## src/rtl/footies_pkg.sv

```systemverilog
// Shared types for the footies player logic: action states and frame-counter width.
package footies_pkg;

    typedef enum logic [2:0] {
        IDLE        = 3'd0,
        WALK_F      = 3'd1,
        WALK_B      = 3'd2,
        ATK_STARTUP = 3'd3,
        ATK_ACTIVE  = 3'd4,
        ATK_RECOVER = 3'd5,
        HITSTUN     = 3'd6
    } action_e;

    localparam int FCNT_W = 5;

    // States that run on the frame counter and ignore walk/attack input.
    function automatic logic is_busy(action_e s);
        return (s == ATK_STARTUP) || (s == ATK_ACTIVE) ||
               (s == ATK_RECOVER) || (s == HITSTUN);
    endfunction

endpackage

```

## src/rtl/fighter_action_ctrl_btn_sync.sv

```systemverilog
// Two-flop synchroniser for the asynchronous button levels.
module btn_sync #(
    parameter int W = 3
) (
    input  logic         clk_pix,
    input  logic         sim_rst,
    input  logic [W-1:0] raw,
    output logic [W-1:0] synced
);

    logic [W-1:0] meta;

    always_ff @(posedge clk_pix or posedge sim_rst) begin
        if (sim_rst) begin
            meta   <= '0;
            synced <= '0;
        end else begin
            meta   <= raw;
            synced <= meta;
        end
    end

endmodule

```

## src/rtl/fighter_action_ctrl.sv

```systemverilog
// Per-player action sequencer: frame-stepped action FSM, phase counter and X position.
//
// state       | meaning
// IDLE        | standing, no movement
// WALK_F      | walking forward at FWD_SPD per frame
// WALK_B      | walking back at BACK_SPD per frame
// ATK_STARTUP | attack wind-up, STARTUP frames
// ATK_ACTIVE  | hitbox live, ACTIVE frames
// ATK_RECOVER | attack cooldown, RECOVERY frames
// HITSTUN     | reeling from a hit, pushed back PUSHBACK per frame
module fighter_action_ctrl
    import footies_pkg::*;
#(
    parameter int X_INIT     = 100,
    parameter int X_MIN      = 0,
    parameter int X_MAX      = 639,
    parameter int FACE_RIGHT = 1,
    parameter int FWD_SPD    = 2,
    parameter int BACK_SPD   = 1,
    parameter int STARTUP    = 5,
    parameter int ACTIVE     = 3,
    parameter int RECOVERY   = 8,
    parameter int HITSTUN_N  = 12,
    parameter int PUSHBACK   = 2
) (
    input  logic       clk_pix,
    input  logic       sim_rst,
    input  logic       frame_tick,
    input  logic       freeze,
    input  logic       btn_fwd,
    input  logic       btn_back,
    input  logic       btn_atk,
    input  logic       hit_in,
    output logic [9:0] pos_x,
    output logic [2:0] act_state,
    output logic       hitbox_on,
    output logic       busy
);

    localparam int FWD_DI  = (FACE_RIGHT != 0) ? FWD_SPD   : -FWD_SPD;
    localparam int BACK_DI = (FACE_RIGHT != 0) ? -BACK_SPD : BACK_SPD;
    localparam int PUSH_DI = (FACE_RIGHT != 0) ? -PUSHBACK : PUSHBACK;

    localparam logic signed [11:0] FWD_D  = 12'(FWD_DI);
    localparam logic signed [11:0] BACK_D = 12'(BACK_DI);
    localparam logic signed [11:0] PUSH_D = 12'(PUSH_DI);
    localparam logic signed [11:0] XMIN_S = 12'(X_MIN);
    localparam logic signed [11:0] XMAX_S = 12'(X_MAX);

    localparam logic [FCNT_W-1:0] CNT_STARTUP = FCNT_W'(STARTUP - 1);
    localparam logic [FCNT_W-1:0] CNT_ACTIVE  = FCNT_W'(ACTIVE - 1);
    localparam logic [FCNT_W-1:0] CNT_RECOVER = FCNT_W'(RECOVERY - 1);
    localparam logic [FCNT_W-1:0] CNT_HIT     = FCNT_W'(HITSTUN_N - 1);

    action_e             state, nxt_state;
    logic [FCNT_W-1:0]   frame_cnt, nxt_cnt;
    logic [9:0]          nxt_pos;
    logic                hit_pend, atk_prev;
    logic                fwd_s, back_s, atk_s;
    logic                step, press;
    logic signed [11:0]  delta, pos_sum;

    btn_sync #(.W(3)) u_btn_sync (
        .clk_pix (clk_pix),
        .sim_rst (sim_rst),
        .raw     ({btn_fwd, btn_back, btn_atk}),
        .synced  ({fwd_s, back_s, atk_s})
    );

    assign step  = frame_tick & ~freeze;
    assign press = atk_s & ~atk_prev;

    // A hit arriving on the consuming step cycle survives for the next step.
    always_ff @(posedge clk_pix or posedge sim_rst) begin
        if (sim_rst)      hit_pend <= 1'b0;
        else if (freeze)  hit_pend <= 1'b0;
        else if (hit_in)  hit_pend <= 1'b1;
        else if (step)    hit_pend <= 1'b0;
    end

    always_ff @(posedge clk_pix or posedge sim_rst) begin
        if (sim_rst) begin
            state     <= IDLE;
            frame_cnt <= '0;
            pos_x     <= 10'(X_INIT);
            atk_prev  <= 1'b0;
        end else if (step) begin
            state     <= nxt_state;
            frame_cnt <= nxt_cnt;
            pos_x     <= nxt_pos;
            atk_prev  <= atk_s;
        end
    end

    always_comb begin
        nxt_state = state;
        nxt_cnt   = frame_cnt;
        if (hit_pend) begin
            nxt_state = HITSTUN;
            nxt_cnt   = CNT_HIT;
        end else if (is_busy(state)) begin
            if (frame_cnt != '0) begin
                nxt_cnt = frame_cnt - FCNT_W'(1);
            end else begin
                case (state)
                    ATK_STARTUP: begin nxt_state = ATK_ACTIVE;  nxt_cnt = CNT_ACTIVE;  end
                    ATK_ACTIVE:  begin nxt_state = ATK_RECOVER; nxt_cnt = CNT_RECOVER; end
                    default:     nxt_state = IDLE;
                endcase
            end
        end else if (press) begin
            nxt_state = ATK_STARTUP;
            nxt_cnt   = CNT_STARTUP;
        end else if (fwd_s ^ back_s) begin
            nxt_state = fwd_s ? WALK_F : WALK_B;
        end else begin
            nxt_state = IDLE;
        end

        // Movement follows the state being entered on this step.
        case (nxt_state)
            WALK_F:  delta = FWD_D;
            WALK_B:  delta = BACK_D;
            HITSTUN: delta = PUSH_D;
            default: delta = '0;
        endcase
        pos_sum = $signed({2'b00, pos_x}) + delta;
        if (pos_sum < XMIN_S)      nxt_pos = 10'(X_MIN);
        else if (pos_sum > XMAX_S) nxt_pos = 10'(X_MAX);
        else                       nxt_pos = pos_sum[9:0];
    end

    assign act_state = state;
    assign hitbox_on = (state == ATK_ACTIVE);
    assign busy      = is_busy(state);

endmodule

```

## config.mk

```make
export PLATFORM = sky130hd
export DESIGN_NAME = fighter_action_ctrl
export DESIGN_NICKNAME = d
export VERILOG_FILES = /design/src/rtl/footies_pkg.sv /design/src/rtl/fighter_action_ctrl_btn_sync.sv /design/src/rtl/fighter_action_ctrl.sv
export SDC_FILE = /design/constraint.sdc
export NUM_CORES = 1
export LEC_CHECK = 0
export ABC_CLOCK_PERIOD_IN_PS = 7410
export CAP_MARGIN = 20
export CORE_UTILIZATION = 55
export DETAILED_ROUTE_END_ITERATION = 10
export PLACE_DENSITY = 0.79
export SYNTH_ARGS = -nofsm -noshare
export SYNTH_HDL_FRONTEND = slang
export SYNTH_SLANG_ARGS = --single-unit
export TNS_END_PERCENT = 1
```

## constraint.sdc

```tcl
create_clock -name clk_pix -period 7.41 [get_ports clk_pix]
set_input_delay 0.741 -clock clk_pix [delete_from_list [all_inputs] [get_ports clk_pix]]
set_output_delay 0.741 -clock clk_pix [all_outputs]
set_load 0.1 [all_outputs]
```

# Word-level counts from Yosys, hierarchy flattened
# Cells that the tools add are included.
dict set report classes {
  n_mux 18
  n_reduce_logical 7
  bitwise_logic 5
  addsub 2
  magnitude_cmp 2
  n_eq_ne 8
}
# cell count
set ops {}
lappend ops {{$pmux W12 S3} 1}
lappend ops {{$mux W10} 2}
lappend ops {{$mux W5} 4}
lappend ops {{$add A11 B12 Y12} 1}
lappend ops {{$eq A3 B3 Y1 const B} 4}
lappend ops {{$gt A12 B11 Y1 const B} 1}
lappend ops {{$lt A12 B1 Y1 const B} 1}
lappend ops {{$pmux W5 S2} 1}
lappend ops {{$mux W3} 3}
lappend ops {{$eq A3 B2 Y1 const B} 2}
lappend ops {{$mux W2} 3}
lappend ops {{$pmux W3 S2} 1}
lappend ops {{$reduce_bool A3 Y1} 2}
lappend ops {{$ne A5 B2 Y1 const B} 1}
lappend ops {{$reduce_bool A5 Y1} 1}
lappend ops {{$sub A5 B1 Y5 const B} 1}
lappend ops {{$eq A3 B1 Y1 const B} 1}
lappend ops {{$logic_or A1 B1 Y1} 3}
lappend ops {{$mux W1} 3}
lappend ops {{$reduce_and A3 Y1} 1}
lappend ops {{$and A1 B1 Y1} 2}
lappend ops {{$not A1 Y1} 2}
lappend ops {{$xor A1 B1 Y1} 1}
dict set report totals {
  output_inout_bits 15
  register_bits 26
}

# Depth between registers and ports, before layout
dict set report depth {
  ltp_word 12
  ltp_mapped 16
  ltp_nobuf 15
}

# By module
# Synthesis repeated with hierarchy kept, for this count alone.
dict set report hier_totals {
  hier_cells 203
  hier_area_um2 1878.1
}
# mod area_per_inst_um2 cells_per_inst seq_area_each_um2 n_inst
set by_module_without_submodules {}
lappend by_module_without_submodules {fighter_action_ctrl 1724.2 196 504.2 1}
lappend by_module_without_submodules {btn_sync 153.9 7 150.1 1}

# Least setup slack after synthesis
# OpenSTA, ideal clock, no wires.
dict set report synth_timing {
  path_type {reg-to-reg}
  start {register state[0] (netlist: act_state[0])}
  end {register pos_x[9]}
  path_slack_ps 2969
  n_path_buf 1
  stages_incl_launch_ff 15
  period_less_slack_ps 4441
  t_required_ps 7272
  arrival_ps 4303
  cell_sequence {dfrtp_1 clkbuf_1 nand2_1 xor2_1 inv_1 a31oi_1 nand3_1 nand2_1 fa_1 a211oi_1 o211ai_1 a211o_1 a32oi_4 and2_1 o22ai_1}
}
dict set report synth_via {
  elab_chain_cells 12
  word_cells_on_any_way 20
  classes_between {1 x add/sub; 2 x order compare; 7 x eq/ne; 7 x mux; 3 x reduce/logical}
}
# item line
set synth_rtl {}
lappend synth_rtl {{start: declaration} fighter_action_ctrl.sv:55} ;# action_e state, nxt_state;
lappend synth_rtl {{start signal: assignment} fighter_action_ctrl.sv:88} ;# state <= nxt_state;
lappend synth_rtl {{$eq A3 B2 Y1 / $eq A3 B3 Y1 (equally long branches)} n/a}
lappend synth_rtl {{$logic_or A1 B1 Y1 (2 in series)} n/a}
lappend synth_rtl {{$logic_or A1 B1 Y1 *} n/a}
lappend synth_rtl {{net busy} fighter_action_ctrl.sv:37} ;# output logic busy
lappend synth_rtl {{$mux W3 *} fighter_action_ctrl.sv:101} ;# end else if (is_busy(state)) begin
lappend synth_rtl {{$mux W3 *} fighter_action_ctrl.sv:98} ;# if (hit_pend) begin
lappend synth_rtl {{$eq A3 B3 Y1 (tied with other cells)} fighter_action_ctrl.sv:121} ;# case (nxt_state)
lappend synth_rtl {{$pmux W12 S3 *} fighter_action_ctrl.sv:121}
lappend synth_rtl {{$add A11 B12 Y12 *} fighter_action_ctrl.sv:127} ;# pos_sum = $signed({2'b00, pos_x}) + delta;
lappend synth_rtl {{$gt A12 B11 Y1} fighter_action_ctrl.sv:129} ;# else if (pos_sum > XMAX_S) nxt_pos = 10'(X_MAX);
lappend synth_rtl {{$mux W10} fighter_action_ctrl.sv:129}
lappend synth_rtl {{$mux W10 *} fighter_action_ctrl.sv:128} ;# if (pos_sum < XMIN_S) nxt_pos = 10'(X_MIN);
lappend synth_rtl {{end signal: assignment} fighter_action_ctrl.sv:85} ;# pos_x <= 10'(X_INIT);
lappend synth_rtl {{end signal: assignment} fighter_action_ctrl.sv:90} ;# pos_x <= nxt_pos;
lappend synth_rtl {{end: declaration} fighter_action_ctrl.sv:34} ;# output logic [9:0] pos_x,
# The timed path passes the listed nets; every way through them passes the cells marked *.
# A chain may end at the register's enable or synchronous reset.

# Final worst setup path
dict set report layout_timing {
  start {register frame_cnt[0]}
  end {register pos_x[4]}
}
dict set report layout_via {
  elab_chain_cells 10
  word_cells_on_any_way 13
  classes_between {1 x add/sub; 2 x order compare; 3 x eq/ne; 6 x mux; 1 x reduce/logical}
}
# item line
set layout_rtl {}
lappend layout_rtl {{start: declaration} fighter_action_ctrl.sv:56} ;# logic [FCNT_W-1:0] frame_cnt, nxt_cnt;
lappend layout_rtl {{start signal: assignment} fighter_action_ctrl.sv:89} ;# frame_cnt <= nxt_cnt;
lappend layout_rtl {{$reduce_bool A5 Y1 *} fighter_action_ctrl.sv:102} ;# if (frame_cnt != '0) begin
lappend layout_rtl {{$mux W3 *} fighter_action_ctrl.sv:102}
lappend layout_rtl {{$mux W3 *} fighter_action_ctrl.sv:101}
lappend layout_rtl {{$mux W3 *} fighter_action_ctrl.sv:98}
lappend layout_rtl {{$eq A3 B3 Y1 (tied with other cells)} fighter_action_ctrl.sv:121}
lappend layout_rtl {{$pmux W12 S3 *} fighter_action_ctrl.sv:121}
lappend layout_rtl {{$add A11 B12 Y12 *} fighter_action_ctrl.sv:127}
lappend layout_rtl {{$gt A12 B11 Y1} fighter_action_ctrl.sv:129}
lappend layout_rtl {{$mux W10} fighter_action_ctrl.sv:129}
lappend layout_rtl {{$mux W10 *} fighter_action_ctrl.sv:128}
# Every way passes the cells marked *; elsewhere a longest branch is shown, timed or not.

==> results.json <==
{
  "status": "completed",
  "synthCells": 226,
  "drcViolationCount": 0,
  "antenna_found_initial": 0,
  "avgSynthCellArea_um2": 8.54,
  "cts_tree": "done",
  "grt_max_degree": 27,
  "antenna_cells": 0,
  "drtIter0Drc": 104,
  "clockBufferDepth": 2,
  "grt_pass1_wl_mm": 6.97,
  "finalNetCount": 268,
  "core_um2": 3340,
  "via_count": 1769,
  "portBuffers": 22,
  "ctsHoldBuffers": 0,
  "worstMarginPinSlew_ns": 0.982,
  "critPathCaptureType": "flip-flop",
  "hpwl_mm": 3.05,
  "gr-usage-all-layers_pct": 25.2,
  "die_w_um": 61.2,
  "synthTopCellsByArea": "dfrtp_1, ha_1, a21oi_1",
  "numPlacedInstances": 286,
  "clock_sinks": 26,
  "yosys_warnings": 0,
  "finalWirelength_mm": 4.25,
  "vias_per_cell": 6.08,
  "crit_type": "reg2reg",
  "rows": 21,
  "max_slew_margin_pct": 34.3,
  "multiInputGateArea_um2": 1200,
  "place.gp.congestion": 0.930,
  "yosysTopAreaCell": "dfrtp_1",
  "root_buffer": "clkbuf_4",
  "area_growth_pct": 16.9,
  "ctsResizeCount": 0,
  "yosys_register_bits": 26,
  "hold_path_class": "reg2reg",
  "yosysTopAreaCellShare_pct": 29.8,
  "fp.dieArea_um2": 3750,
  "rsz0062_at_grt": "false",
  "min_period_ns": 4.14,
  "slew_viol_final": 0,
  "hold_viol": 0,
  "dpl_cell_area_um2": 2180,
  "wl_per_cell_um": 14.6,
  "maxCapViolCount": 0,
  "synth_edf_count": 0,
  "ys_types": 52,
  "fin_setup_tns_ns": 0,
  "stdcell_count": 291,
  "skew_ns": 0.00380,
  "gr-total-overflow": 0,
  "cts_buffers": 3,
  "post_cts_buffers": 0,
  "drive_gt1_share_pct": 6.12,
  "fin_crit_sh_pct": 55.8,
  "fin_area_um2": 2260,
  "setup-violations-final": 0,
  "clkLatencyLatePin_ns": 0.33,
  "initial_core_util_pct": 57.9,
  "start_kind": "flip-flop",
  "critPathMaxStageDelay_ns": 0.59,
  "syn_area_um2": 1930,
  "synth-async-reset-ratio_pct": 100,
  "dieHeight_um": 61.2,
  "slowest_stage": "or4b_1",
  "htree_levels": 1,
  "syn-num-nets": 248,
  "regArea_um2": 654,
  "synth_common_cells": "a21oi_1, nand2_1, dfrtp_1",
  "seq_area_frac_synth_pct": 33.9,
  "path_clk_slew_ns": 0.15,
  "yosysMostFrequentCell": "a21oi_1",
  "fmax_ghz": 0.242,
  "synthFlopType": "dfrtp_1",
  "worstPathRequired_ns": 7.62,
  "ios": 23,
  "detail_route.first_pass.iterations": 4,
  "cp_max_fo": 9,
  "cpMostUsedCell": "ha_1",
  "cp.arrival_ns": 4.34,
  "fin_util_pct": 67.6,
  "crit_chain": "inv_1 > ha_1 > or4b_1 > a32oi_2 > and3_4 > nor3_1 > ha_1 > fa_1 > a211oi_1 > o21ai_0 > a31oi_1 > a21oi_1 > o21bai_1 > a32oi_1",
  "grt_pass1_vias": 1527,
  "nFillCells": 263,
  "drt.antenna.violating_nets": 0
}
==> per-stage QoR <==
stage	hold WS, ns	setup WS [ns]
floorplan	0.331	2.97
global placement	0.334	3.45
detailed placement	0.339	3.34
CTS	0.374	3.28
global route	0.390	2.97
finish	0.371	3.27
==> area by class of cell <==
type | instances | area share, %
Sequential cell | 26 | 29.0
Inverter | 12 | 2.11
Timing Repair Buffer | 23 | 11.0
Multi-Input combinational cell | 180 | 53.0
Clock inverter | 1 | 1.33
Tap cell | 46 | 2.55
Clock buffer | 3 | 0.998
==> cells by family after synthesis <==
group / synth area share [%]
compound gates: 28.1
xor+xnor: 3.18
fa+ha+maj: 9.98
buf+inv: 4.08
flops: 33.9
mux: 0.518
simple gates: 20.3
==> state kept, by name (all words and copies together) (netlist names) <==
register / cells
act_state: 3
atk_prev: 1
frame_cnt: 5
hit_pend: 1
pos_x: 10
u_btn_sync.meta: 3
u_btn_sync.synced: 3
==> metal layers <==
metal,track usage [%],wire [µm],vias to the layer above
li1,-,-,881
met1,40.1,2190,810
met2,34.3,1750,72
met3,3.57,248,6
met4,8.77,63,0
met5,0,0,-
==> cells in the final DEF (no fill, tap or decap), types with 2 or more instances in the layout <==
master           instances
a211oi_1                 3
a21boi_0                 2
a21oi_1                 28
a311oi_1                 2
a31oi_1                  5
a32oi_1                  7
and2_1                   2
clkbuf_4                 3
clkdlybuf4s50_1         22
dfrtp_1                 23
dfstp_2                  3
ha_1                    13
inv_1                   11
nand2_1                 25
nand2b_1                 9
nand3_1                  8
nor2_1                  17
nor2b_1                  2
nor3_1                   5
nor4_1                   2
o211ai_1                 4
o21ai_0                 10
o22ai_1                  2
o32a_1                   2
xnor2_1                  4
xor2_1                   3
==> worst paths after layout <==
kind / end / start / depth (start not counted) / slack, ns
hold / removal: u_btn_sync.synced[1] / u_btn_sync.meta[1] / 0 / 0.37
setup reg to reg: pos_x[4] / frame_cnt[0] / 14 / 3.27
hold reg to reg: u_btn_sync.synced[1] / u_btn_sync.meta[1] / 0 / 0.37
setup / recovery: pos_x[4] / frame_cnt[0] / 14 / 3.27
min in group asynchronous: act_state[1] / sim_rst / 2 / 0.59
max in group asynchronous: pos_x[6] / sim_rst / 3 / 6.36
==> worst max-delay path: cells and delay by family (launching register included) <==
kind / cells / cell delay, ns
and+or+nand+nor: 3 / 0.90
buffers and inverters: 1 / 0.11
AOI/OAI and AO/OA: 7 / 1.74
DFF: 1 / 0.44
adders and majority gates: 3 / 0.80
Power is not shown: default switching activity piles up to over one toggle a cycle in this logic, so the estimate is an artifact.
